==> src/rtl/ling_hc_pipe_adder.sv <==
// ling_hc_pipe_adder: pipelined Ling/Han-Carlson prefix adder with valid/ready handshake and multi-beat carry chaining
// Ports:
//   clk, rst                  clock (rising edge), synchronous active-high reset
//   in_valid / in_ready       operand beat handshake
//   in_a, in_b [WIDTH]        operands
//   in_cin                    carry-in when in_chain=0
//   in_chain                  1: carry-in is out_cout of the previous output beat
//   out_valid / out_ready     result handshake
//   out_sum [WIDTH]           (A + B + cin) mod 2^WIDTH
//   out_cout                  carry out of the MSB
//   out_ovf                   two's complement overflow of this beat
module ling_hc_pipe_adder #(
   parameter int WIDTH     = 32,
   parameter int REG_EVERY = 2
) (
   input  logic             clk,
   input  logic             rst,
   input  logic             in_valid,
   output logic             in_ready,
   input  logic [WIDTH-1:0] in_a,
   input  logic [WIDTH-1:0] in_b,
   input  logic             in_cin,
   input  logic             in_chain,
   output logic             out_valid,
   input  logic             out_ready,
   output logic [WIDTH-1:0] out_sum,
   output logic             out_cout,
   output logic             out_ovf
);
   localparam int LEVELS = $clog2(WIDTH) + 1;
   localparam int NSEG = (LEVELS + REG_EVERY - 1) / REG_EVERY;
   localparam logic [WIDTH-1:0] ODD = {(WIDTH/2){2'b10}};

   // x: half sum, p: per-bit propagate, h/t: Ling pseudo-carry and transmit group terms
   typedef struct packed {
      logic [WIDTH-1:0] x, p, h, t;
      logic cin, chain, am, bm;
   } beat_t;

   // Runs REG_EVERY prefix levels starting at level lo. Levels below LEVELS-1 are the
   // sparse odd-bit tree (span doubles each level); the last level fixes up even bits.
   function automatic beat_t seg(input beat_t s, input int lo);
      beat_t r;
      logic [WIDTH-1:0] h, t, m;
      int d;
      r = s;
      for (int l = lo; l < lo + REG_EVERY && l < LEVELS; l++) begin
         h = r.h;
         t = r.t;
         d = (l < LEVELS - 1) ? (1 << l) : 1;
         m = ((l < LEVELS - 1) ? ODD : ~ODD) & ({WIDTH{1'b1}} << d);
         r.h = h | (t & (h << d) & m);
         r.t = t & (~m | (t << d));
      end
      return r;
   endfunction

   logic [NSEG:0]    vld;
   logic [WIDTH-1:0] a0, b0;
   logic             cin0, chain0, creg, adv, cin_eff;
   logic [WIDTH:0]   c;
   logic [WIDTH-1:0] sum;
   beat_t            pre;
   beat_t            st  [1:NSEG];
   beat_t            nxt [1:NSEG];

   assign adv = !out_valid | out_ready;
   assign in_ready = adv;
   assign out_valid = vld[NSEG];

   // t_i = p_{i-1}; bit 0 transmits unconditionally so the group transmit
   // covers the whole run of propagates below each bit for the late carry-in
   always_comb begin
      pre.x = a0 ^ b0;
      pre.p = a0 | b0;
      pre.h = a0 & b0;
      pre.t = {pre.p[WIDTH-2:0], 1'b1};
      pre.cin = cin0;
      pre.chain = chain0;
      pre.am = a0[WIDTH-1];
      pre.bm = b0[WIDTH-1];
   end

   for (genvar k = 1; k <= NSEG; k++) begin : g_seg
      if (k == 1) begin : g_first
         assign nxt[k] = seg(pre, 0);
      end else begin : g_rest
         assign nxt[k] = seg(st[k-1], (k - 1) * REG_EVERY);
      end
   end

   always_ff @(posedge clk) begin
      if (rst) begin
         vld <= '0;
         creg <= 1'b0;
      end else begin
         if (out_valid && out_ready) creg <= out_cout;
         if (adv) begin
            vld <= {vld[NSEG-1:0], in_valid};
            a0 <= in_a;
            b0 <= in_b;
            cin0 <= in_cin;
            chain0 <= in_chain;
            for (int k = 1; k <= NSEG; k++) st[k] <= nxt[k];
         end
      end
   end

   // Ling resolve: c_{i+1} = p_i & (H_i | T_i & cin)
   always_comb begin
      cin_eff = st[NSEG].chain ? creg : st[NSEG].cin;
      c = {st[NSEG].p & (st[NSEG].h | (st[NSEG].t & {WIDTH{cin_eff}})), cin_eff};
      sum = st[NSEG].x ^ c[WIDTH-1:0];
      out_sum = out_valid ? sum : '0;
      out_cout = out_valid & c[WIDTH];
      out_ovf = out_valid & (st[NSEG].am ~^ st[NSEG].bm) & (sum[WIDTH-1] ^ st[NSEG].am);
   end
endmodule

==> config.mk <==
export PLATFORM = sky130hd
export DESIGN_NAME = ling_hc_pipe_adder
export DESIGN_NICKNAME = d
export VERILOG_FILES = /design/src/rtl/ling_hc_pipe_adder.sv
export SDC_FILE = /design/constraint.sdc
export NUM_CORES = 1
export LEC_CHECK = 0
export BUFFER_PORTS_ARGS = -buffer_cell sky130_fd_sc_hd__buf_4
export CAP_MARGIN = 10
export CORE_ASPECT_RATIO = 1.25
export CORE_UTILIZATION = 50
export CTS_BUF_LIST = sky130_fd_sc_hd__clkbuf_4 sky130_fd_sc_hd__clkbuf_8
export DETAILED_ROUTE_END_ITERATION = 10
export GPL_ROUTABILITY_DRIVEN = 0
export PLACE_DENSITY = 0.7
export RECOVER_POWER = 25
export SLEW_MARGIN = 20
export SYNTH_ARGS = -nofsm -noshare
export SYNTH_HDL_FRONTEND = slang
export SYNTH_SLANG_ARGS = --single-unit
export TNS_END_PERCENT = 100
==> constraint.sdc <==
create_clock -name clk -period 21.2 [get_ports clk]
set_input_delay 2.12 -clock clk [delete_from_list [all_inputs] [get_ports clk]]
set_output_delay 2.12 -clock clk [all_outputs]
set_load 0.01 [all_outputs]
==> run_results.csv, run 1 <==
group,metric,value,unit
clock_network,cts_tree,"done",
critical_path,required,21.38,ns
clock_network,clockBufferDepth,3,
global_route,grt_overflow,0,
final_layout,final_common_cell,"edfxtp_1",
detailed_routing,top_layer_used,"met4",
logic_synthesis,ys_seq_area_frac,0.806,
detailed_routing,avgViaCountPerCell,5.07,
detailed_routing,drcViolationCount,0,
global_route,antenna_found_initial,1,
clock_network,htreeDepth,3,
min_path,worstHoldPathCells,0,
detailed_routing,wl_met3,1250,um
final_layout,fillers,2364,
final_layout,postLayoutCoreUtil,0.594,
final_layout,antennaDiodeCount,0,
critical_path,critPathKind,"primary input to flip-flop",
sta,finalHoldViolCount,0,
clock_network,cts_resized,0,
critical_path,critPathCaptureType,"flip-flop",
sta,fmax,179,MHz
pwr,cellPowerDensity,93.9,nW/um2
logic_synthesis,synthAdderAreaFrac,0.0501,
global_route,grt_max_degree,214,
logic_synthesis,syn-num-nets,1055,
clock_network,clk_pin_slew,0.06,ns
logic_synthesis,yosys.area_share.simple,0.0426,
sta,worst_pin_slew,1.13,ns
global_route,grtUsageTotal,0.157,
logic_synthesis,synth_top_cell_by_area,"edfxtp_1",
final_layout,layout-drive-gt1-share,0.187,
critical_path,r2r_cells,6,
logic_synthesis,synth_compound_area_frac,0.0631,
critical_path,arrival,5.77,ns
logic_synthesis,syn_avg_cell_area,17.4,um2
pwr,vdd_drop_max,0.0000694,V
die,rows,72,
logic_synthesis,synth.area.mux_share,0.00344,
min_path,hold_end,"st[0][353]",
min_path,min-delay-path-class,"flip-flop to flip-flop",
detailed_routing,ant_nets,0,
logic_synthesis,async_reset_ff_frac,0,
die,pin_count,106,
place,post-dp-hpwl,16300,um
final_layout,areaGrowthSynthToFinish,15.7,%
sta,tns,0,ns
flow_run,drv_cap,0,
detailed_routing,vias,7798,
logic_synthesis,synth_warnings,0,
critical_path,critPathLaunchType,"primary input",
critical_path,cp_max_fo,213,
logic_synthesis,mappedNetlistArea,16000,um2
final_layout,final_cell_mix,"edfxtp_1, inv_1, buf_4",
global_route,grt_first_pass_wirelength,38700,um
clock_network,postCtsSetupRepairBufs,0,
sta,period_share,0.264,
place,io_buffers,105,
sta,slew_headroom,0.246,
logic_synthesis,synth_ff_type,"edfxtp_1",
die,coreArea,31200,um2
detailed_routing,dr_wl_met2,13100,um
logic_synthesis,synth-xor-area-share,0.00164,
critical_path,timing.rr.end,"st[0][334]",
logic_synthesis,ys_ff_latch,431,
logic_synthesis,synth_area_leaders,"edfxtp_1, ha_1, inv_1",
detailed_routing,wire_per_inst,16.5,um
critical_path,r2r_start,"vld[3]",
sta,finalMaxSlewViolations,0,
sta,period_minus_slack,5.59,ns
pwr,power_leakage,7.14,nW
global_route,grt_pass1_vias,7723,
logic_synthesis,synth_top_area_frac,0.800,
final_layout,nets,1224,
min_path,hold_start,"st[0][221]",
die,fp.dieH,202,um
sta,rsz0062_at_grt,"false",
clock_network,numCtsBuffers,66,
clock_network,clkSinkCount,431,
sta,skew,0.0202,ns
sta,setup_viol,0,
critical_path,r2r_slack,16.53,ns
logic_synthesis,synth_edf_count,426,
logic_synthesis,yosysUniqueCellTypes,30,
clock_network,ctsHoldBuffers,0,
die,fp.dieW,162,um
logic_synthesis,synth_top_family_by_area,"compound AO/OA/AOI/OAI gates",
detailed_routing,wl,25300,um
detailed_routing,firstDrtPassIters,4,
die,start_util,0.513,
die,die-area,32700,um2
logic_synthesis,syn_inst,921,
detailed_routing,first_iter_violations,547,
detailed_routing,wl_met1,10400,um
sta,whs,0.411,ns
clock_network,insertion_delay,0.57,ns
clock_network,root_buffer,"clkbuf_8",
status,outcome,"finished, final reports clean",
==> report_power, final <==
part | internal [W] | switching, W | total [W]
logic | 0.0000304 | 0.0000464 | 0.0000769
registers | 0.00100 | 0.0000228 | 0.00103
clock network | 0.000344 | 0.000292 | 0.000636
total | 0.00138 | 0.000361 | 0.00174
==> per-stage QoR <==
stage / area, um2 / instances / worst slack [ns] / total power (W)
after detailed placement: 17300 / 1429 / 14.73 / 0.00112
after floorplan: 16000 / 921 / 0.0154 / 0.00111
final: 18500 / 1538 / 15.61 / 0.00174
after CTS: 18500 / 1538 / 15.32 / 0.00176
after global routing: 18500 / 1538 / 15.32 / 0.00181
after global placement: 17300 / 1429 / 14.81 / 0.00112
==> worst max-delay path by stage <==
| stage | start | endpoint | slack (ns) | depth (start not counted) |
|---|---|---|---|---|
| 2_1_floorplan | out_ready | a0[0] | 0.02 | 3 |
| 3_5_place_dp | out_ready | st[0][468] | 14.73 | 6 |
| 6_report | out_ready | st[0][334] | 15.61 | 6 |
| 5_1_grt | out_ready | a0[6] | 15.32 | 6 |
| 3_3_place_gp | out_ready | st[0][468] | 14.81 | 6 |
| 4_1_cts | out_ready | st[0][334] | 15.32 | 6 |
==> area by class of cell <==
type / instances / area [um2] / area share
clock inverters: 21 / 125 / 0.00676
repair buffers: 109 / 835 / 0.0451
multi-input cells: 353 / 2580 / 0.139
clock buffers: 88 / 1090 / 0.0587
inverters: 129 / 484 / 0.0262
flip-flops and latches: 431 / 12900 / 0.696
well taps: 407 / 509 / 0.0275
==> registers in the layout, summed over array words and instances (netlist names) <==
name and cells:
a0 32, chain0 1, b0 32, creg 1, vld 4, st 360, cin0 1
==> worst max-delay path, stage by stage <==
cell,delay [ns]
buf_4,0.09
nor2b_1,0.13
nor2_4,0.71
buf_4,0.96
buf_12,0.79
buf_6,0.73
==> cell families (layout without fill, tap and decap cells) <==
| group | count (synthesis) | in the layout |
|---|---|---|
| AO/OA/AOI/OAI | 155 | 155 |
| XOR/XNOR | 3 | 3 |
| adder cells (fa/ha/maj) | 64 | 64 |
| buffers and inverters | 137 | 347 |
| flip-flops | 431 | 431 |
| multiplexers | 5 | 5 |
| AND/OR/NAND/NOR | 126 | 126 |
==> synthesized netlist by cell type, drive strengths merged, types with 11 or more instances <==
cell type,number
a21boi,29
o21ai,32
and2,22
or3,29
edfxtp,426
nor2,28
inv,129
a21o,37
o31ai,14
ha,64
a21oi,36
nor4,14
nand2,13
and3,11
==> per-layer routing <==
metal | GRT usage | vias to the layer above
met3 | 0.0347 | 44
met5 | 0 | -
li1 | - | 3737
met1 | 0.186 | 3839
met4 | 0.0677 | 0
met2 | 0.273 | 178
Power figures use the tool's default switching activity.
==> run 2, diff against run 1 <==
==> constraint.sdc (replaced) <==
create_clock -name clk -period 4.9 [get_ports clk]
set_input_delay 0.49 -clock clk [delete_from_list [all_inputs] [get_ports clk]]
set_output_delay 0.49 -clock clk [all_outputs]
set_load 0.01 [all_outputs]
==> run_results.csv, run 2 (synthesis gave the netlist of run 1 again) <==
group,metric,value,unit
detailed_routing,ant_nets,0,
status,outcome,"finished, final reports clean",
flow_run,drv_cap,0,
detailed_routing,avgViaCountPerCell,5.01,
die,pin_count,106,
pwr,p_total,0.00745,W
detailed_routing,first_iter_violations,504,
place,dpl_cell_area,17300,um2
die,fp.dieH,202,um
sta,skew,0.0234,ns
sta,period_minus_slack,3.01,ns
critical_path,critPathCaptureType,"output pin",
final_layout,final_cell_mix,"edfxtp_1, inv_1, clkbuf_4",
global_route,grtUsageTotal,0.160,
sta,finalMaxSlewViolations,0,
global_route,grt_pass1_vias,7562,
clock_network,htreeDepth,2,
clock_network,postCtsSetupRepairBufs,0,
place,post-place-ws,2.45,ns
critical_path,arrival,2.52,ns
final_layout,top_regs,"st x360, a0 x32, b0 x32",
final_layout,finalNonFillerCells,1545,
clock_network,cts_tree,"done",
min_path,min-delay-path-class,"primary input to flip-flop",
clock_network,numCtsBuffers,60,
pwr,power_leakage,7.08,nW
final_layout,antennaDiodeCount,0,
place,post-dp-hpwl,16600,um
die,rows,72,
critical_path,crit_chain,"mux2_4 > a21oi_1 > or3_1 > a21boi_0 > buf_4",
die,die-area,32700,um2
critical_path,required,4.41,ns
sta,setup_ws,1.89,ns
global_route,antenna_found_initial,0,
detailed_routing,vias,7733,
critical_path,max_stage_delay,0.54,ns
final_layout,areaGrowthSynthToFinish,15.6,%
sta,rsz0062_at_grt,"false",
detailed_routing,firstDrtPassIters,5,
clock_network,clk_pin_slew,0.06,ns
sta,period_share,0.614,
critical_path,cp_max_fo,33,
clock_network,clkSinkCount,431,
die,start_util,0.513,
critical_path,critPathKind,"flip-flop to output pin",
final_layout,largest_reg_flops,360,
detailed_routing,wl,25300,um
final_layout,regMostFlops,"st",
critical_path,critPathLaunchType,"flip-flop",
clock_network,root_buffer,"clkbuf_8",
sta,slew_headroom,0.401,
final_layout,fin_area,18500,um2
pwr,cellPowerDensity,403,nW/um2
critical_path,worst_path_max_delay_cell,"mux2_4",
clock_network,clockBufferDepth,3,
global_route,grt_overflow,0,
sta,worst_pin_slew,0.896,ns
die,coreArea,31200,um2
final_layout,final_common_cell,"edfxtp_1",
place,dpl.cell_count,1432,
pwr,vdd_drop_max,0.000205,V
clock_network,ctsHoldBuffers,0,
die,fp.dieW,162,um
clock_network,cts_resized,0,
final_layout,nets,1221,
detailed_routing,drcViolationCount,0,
final_layout,layout-drive-gt1-share,0.169,
detailed_routing,wire_per_inst,16.3,um
sta,fmax,332,MHz
global_route,grt_first_pass_wirelength,39700,um
place,io_buffers,105,
sta,setup_viol,0,
global_route,grt_max_degree,115,
sta,finalHoldViolCount,0,
clock_network,insertion_delay,0.61,ns
==> run 2: worst max-delay path, delay by kind of cell, from the launching register on <==
kind | cells | cell delay (ns)
AND/OR/NAND/NOR | 1 | 0.31
flip-flops | 1 | 0.39
multiplexers | 1 | 0.54
AO/OA/AOI/OAI | 2 | 0.48
buffers and inverters | 1 | 0.19
==> run 2: metrics by stage <==
| step | hold WS, ns | util | TNS, ns |
|---|---|---|---|
| 6_report | 0.0802 | 0.593 | 0 |
| 5_1_grt | 0.0415 | 0.593 | 0 |
| 4_1_cts | 0.0169 | 0.594 | 0 |
| 3_5_place_dp | 0.405 | 0.556 | 0 |
| 3_3_place_gp | 0.401 | 0.556 | 0 |
| 2_1_floorplan | 0.400 | - | -1068.43 |
==> run 2: layout make-up <==
cell class,instances,area (um2)
Clock buffer,73,930
Clock inverter,40,251
Fill cell,2374,12700
Inverter,129,484
Multi-Input combinational cell,353,2580
Sequential cell,431,12900
Tap cell,407,509
Timing Repair Buffer,112,837
==> run 2: routing by layer <==
metal / part of all wire / vias to the layer above / track usage
li1: - / 3744 / -
met1: 0.42 / 3763 / 0.204
met2: 0.51 / 173 / 0.269
met3: 0.044 / 53 / 0.0324
met4: 0.026 / 0 / 0.0596
met5: 0 / - / 0
==> run 2: final timing paths <==
path              slack, ns       start     endpoint  cells after the start
setup / recovery       1.89  st[0][398]  out_sum[28]                      5
hold / removal         0.08     in_a[6]        a0[6]                      1
setup reg to reg       2.63      vld[3]        b0[3]                      3
hold reg to reg        0.41  st[0][216]   st[0][348]                      0
==> run 2: power by group <==
group,switching (W),total [W],internal (W)
registers,0.0000984,0.00443,0.00434
clock network,0.00128,0.00269,0.00141
logic,0.000203,0.000332,0.000130
==> run 3, diff against run 2 <==
==> constraint.sdc (replaced) <==
create_clock -name clk -period 2.6 [get_ports clk]
set_input_delay 0.26 -clock clk [delete_from_list [all_inputs] [get_ports clk]]
set_output_delay 0.26 -clock clk [all_outputs]
set_load 0.01 [all_outputs]
==> run_results.csv, run 3 (synthesis gave the netlist of run 1 again) <==
group,metric,value,unit
place,dpl.cell_count,1438,
die,fp.dieH,202,um
pwr,power_leakage,7.47,nW
critical_path,required,2.34,ns
die,start_util,0.513,
critical_path,r2r_start,"vld[3]",
sta,period_share,0.993,
detailed_routing,avgViaCountPerCell,5.01,
sta,period_minus_slack,2.58,ns
die,coreArea,31200,um2
pwr,p_seq_frac,0.593,
detailed_routing,ant_nets,0,
pwr,swShare,0.211,
final_layout,fin_area,19400,um2
final_layout,top_regs,"st x360, a0 x32, b0 x32",
sta,finalHoldViolCount,0,
status,outcome,"finished, final reports clean",
pwr,p_int,0.0111,W
detailed_routing,wire_per_inst,16.6,um
sta,finalMaxSlewViolations,0,
final_layout,postLayoutCoreUtil,0.622,
global_route,antenna_found_initial,2,
final_layout,final_cell_mix,"edfxtp_1, inv_1, clkbuf_4",
die,pin_count,106,
sta,tns,0,ns
final_layout,nets,1299,
final_layout,layout-drive-gt1-share,0.187,
critical_path,cp-endpoint,"out_sum[25]",
place,dpl_cell_area,17400,um2
detailed_routing,first_iter_violations,526,
sta,worst_pin_slew,0.557,ns
detailed_routing,wl,26900,um
global_route,grt_overflow,0,
sta,setup_viol,0,
place,io_buffers,105,
global_route,grtUsageTotal,0.167,
critical_path,critPathKind,"flip-flop to output pin",
critical_path,r2r_slack,0.87,ns
pwr,p_switching,0.00297,W
critical_path,critPathLaunchType,"flip-flop",
global_route,grt_max_degree,73,
clock_network,insertion_delay,0.61,ns
clock_network,clockBufferDepth,3,
sta,fmax,387,MHz
detailed_routing,drcViolationCount,0,
critical_path,crit_start,"st[0][398]",
detailed_routing,vias,8118,
min_path,min-delay-path-class,"primary input to flip-flop",
global_route,grt_pass1_vias,8109,
sta,slew_headroom,0.629,
final_layout,areaGrowthSynthToFinish,21.2,%
critical_path,timing.rr.end,"st[0][219]",
clock_network,clk_pin_slew,0.06,ns
final_layout,largest_reg_flops,360,
sta,skew,0.0191,ns
clock_network,numCtsBuffers,61,
clock_network,htreeDepth,2,
pwr,pwr-share-comb,0.054,
critical_path,cp_max_fo,5,
global_route,grt_first_pass_wirelength,41100,um
die,rows,72,
final_layout,finalNonFillerCells,1621,
final_layout,regMostFlops,"st",
die,fp.dieW,162,um
flow_run,drv_cap,0,
sta,rsz0062_at_grt,"true",
final_layout,fillers,2267,
pwr,cellPowerDensity,727,nW/um2
final_layout,final_common_cell,"edfxtp_1",
critical_path,critPathCaptureType,"output pin",
pwr,p_total,0.0141,W
place,post-dp-hpwl,17100,um
detailed_routing,firstDrtPassIters,5,
pwr,vdd_drop_max,0.000465,V
critical_path,r2r_cells,4,
clock_network,cts_tree,"done",
die,die-area,32700,um2
min_path,hold_start,"out_ready",
pwr,clkPwrFrac,0.353,
clock_network,root_buffer,"clkbuf_8",
critical_path,arrival,2.32,ns
clock_network,clkSinkCount,431,
## run 3: changes by cell type in the layout (fill, tap and decap cells not counted), moves of 4 or more
| cell | change |
|---|---|
| a21boi_0 | -27 |
| a21boi_1 | +17 |
| a21boi_2 | +9 |
| a21oi_1 | -5 |
| a21oi_2 | +4 |
| buf_12 | +6 |
| clkbuf_4 | +10 |
| clkinv_1 | -11 |
| dlygate4sd3_1 | +68 |
| o21ai_0 | -4 |
| o21ai_1 | +4 |
## run 3: worst min path at each step
stage,to,slack (ns),cells after the start
floorplan,vld[3],0.32,1
finish,creg,0.08,4
CTS,creg,0.03,4
detailed placement,st[0][320],0.40,0
global route,creg,0.07,4
global placement,st[0][306],0.40,0
## run 3: final cells by class
type	instances	area, um2	area share
well taps	407	509	0.0263
multi-input cells	354	2680	0.138
diodes	1	2.50	0.000129
clock buffers	84	1010	0.0522
repair buffers	188	1650	0.0852
flip-flops and latches	431	12900	0.665
inverters	129	484	0.0250
clock inverters	27	158	0.00813
## run 3: worst max-delay path, cell delays in order (launching register included)
cell and delay, ns:
edfxtp_1 0.50, mux2_4 0.33, buf_12 0.14, a21oi_4 0.06
or3_4 0.38, a21boi_4 0.19, buf_6 0.12
## run 3: power by group through the flow
| stage | Clock (W) | Combinational [W] | Sequential [W] |
|---|---|---|---|
| 5_1_grt | 0.00541 | 0.000842 | 0.00840 |
| 2_1_floorplan | 0 | 0.000391 | 0.00849 |
| 4_1_cts | 0.00514 | 0.000770 | 0.00836 |
| 3_5_place_dp | 0 | 0.000661 | 0.00851 |
| 6_report | 0.00498 | 0.000758 | 0.00837 |
| 3_3_place_gp | 0 | 0.000640 | 0.00848 |
## run 3: timing repair
action                                 CTS  global route
pin swaps                                3             8
gates resized for setup                 34            21
setup buffers                            2             0
endpoints found under the hold margin   71             0
setup endpoints to repair               26            30
hold buffers                            68             0
cloned                                   1             0
## run 3: layer usage
layer  up-vias  wire length (um)  GRT usage
li1       3901                 -          -
met1      3973             10900      0.200
met2       199             14200      0.294
met3        45              1230     0.0326
met4         0               686     0.0708
met5         -                 0          0
## run 3: per-stage QoR
step,hold WS (ns),worst slack (ns)
floorplan,0.325,-4.73
global route,0.0659,-0.0776
CTS,0.0341,-0.00548
detailed placement,0.405,0.454
global placement,0.400,0.474
finish,0.0759,0.0187
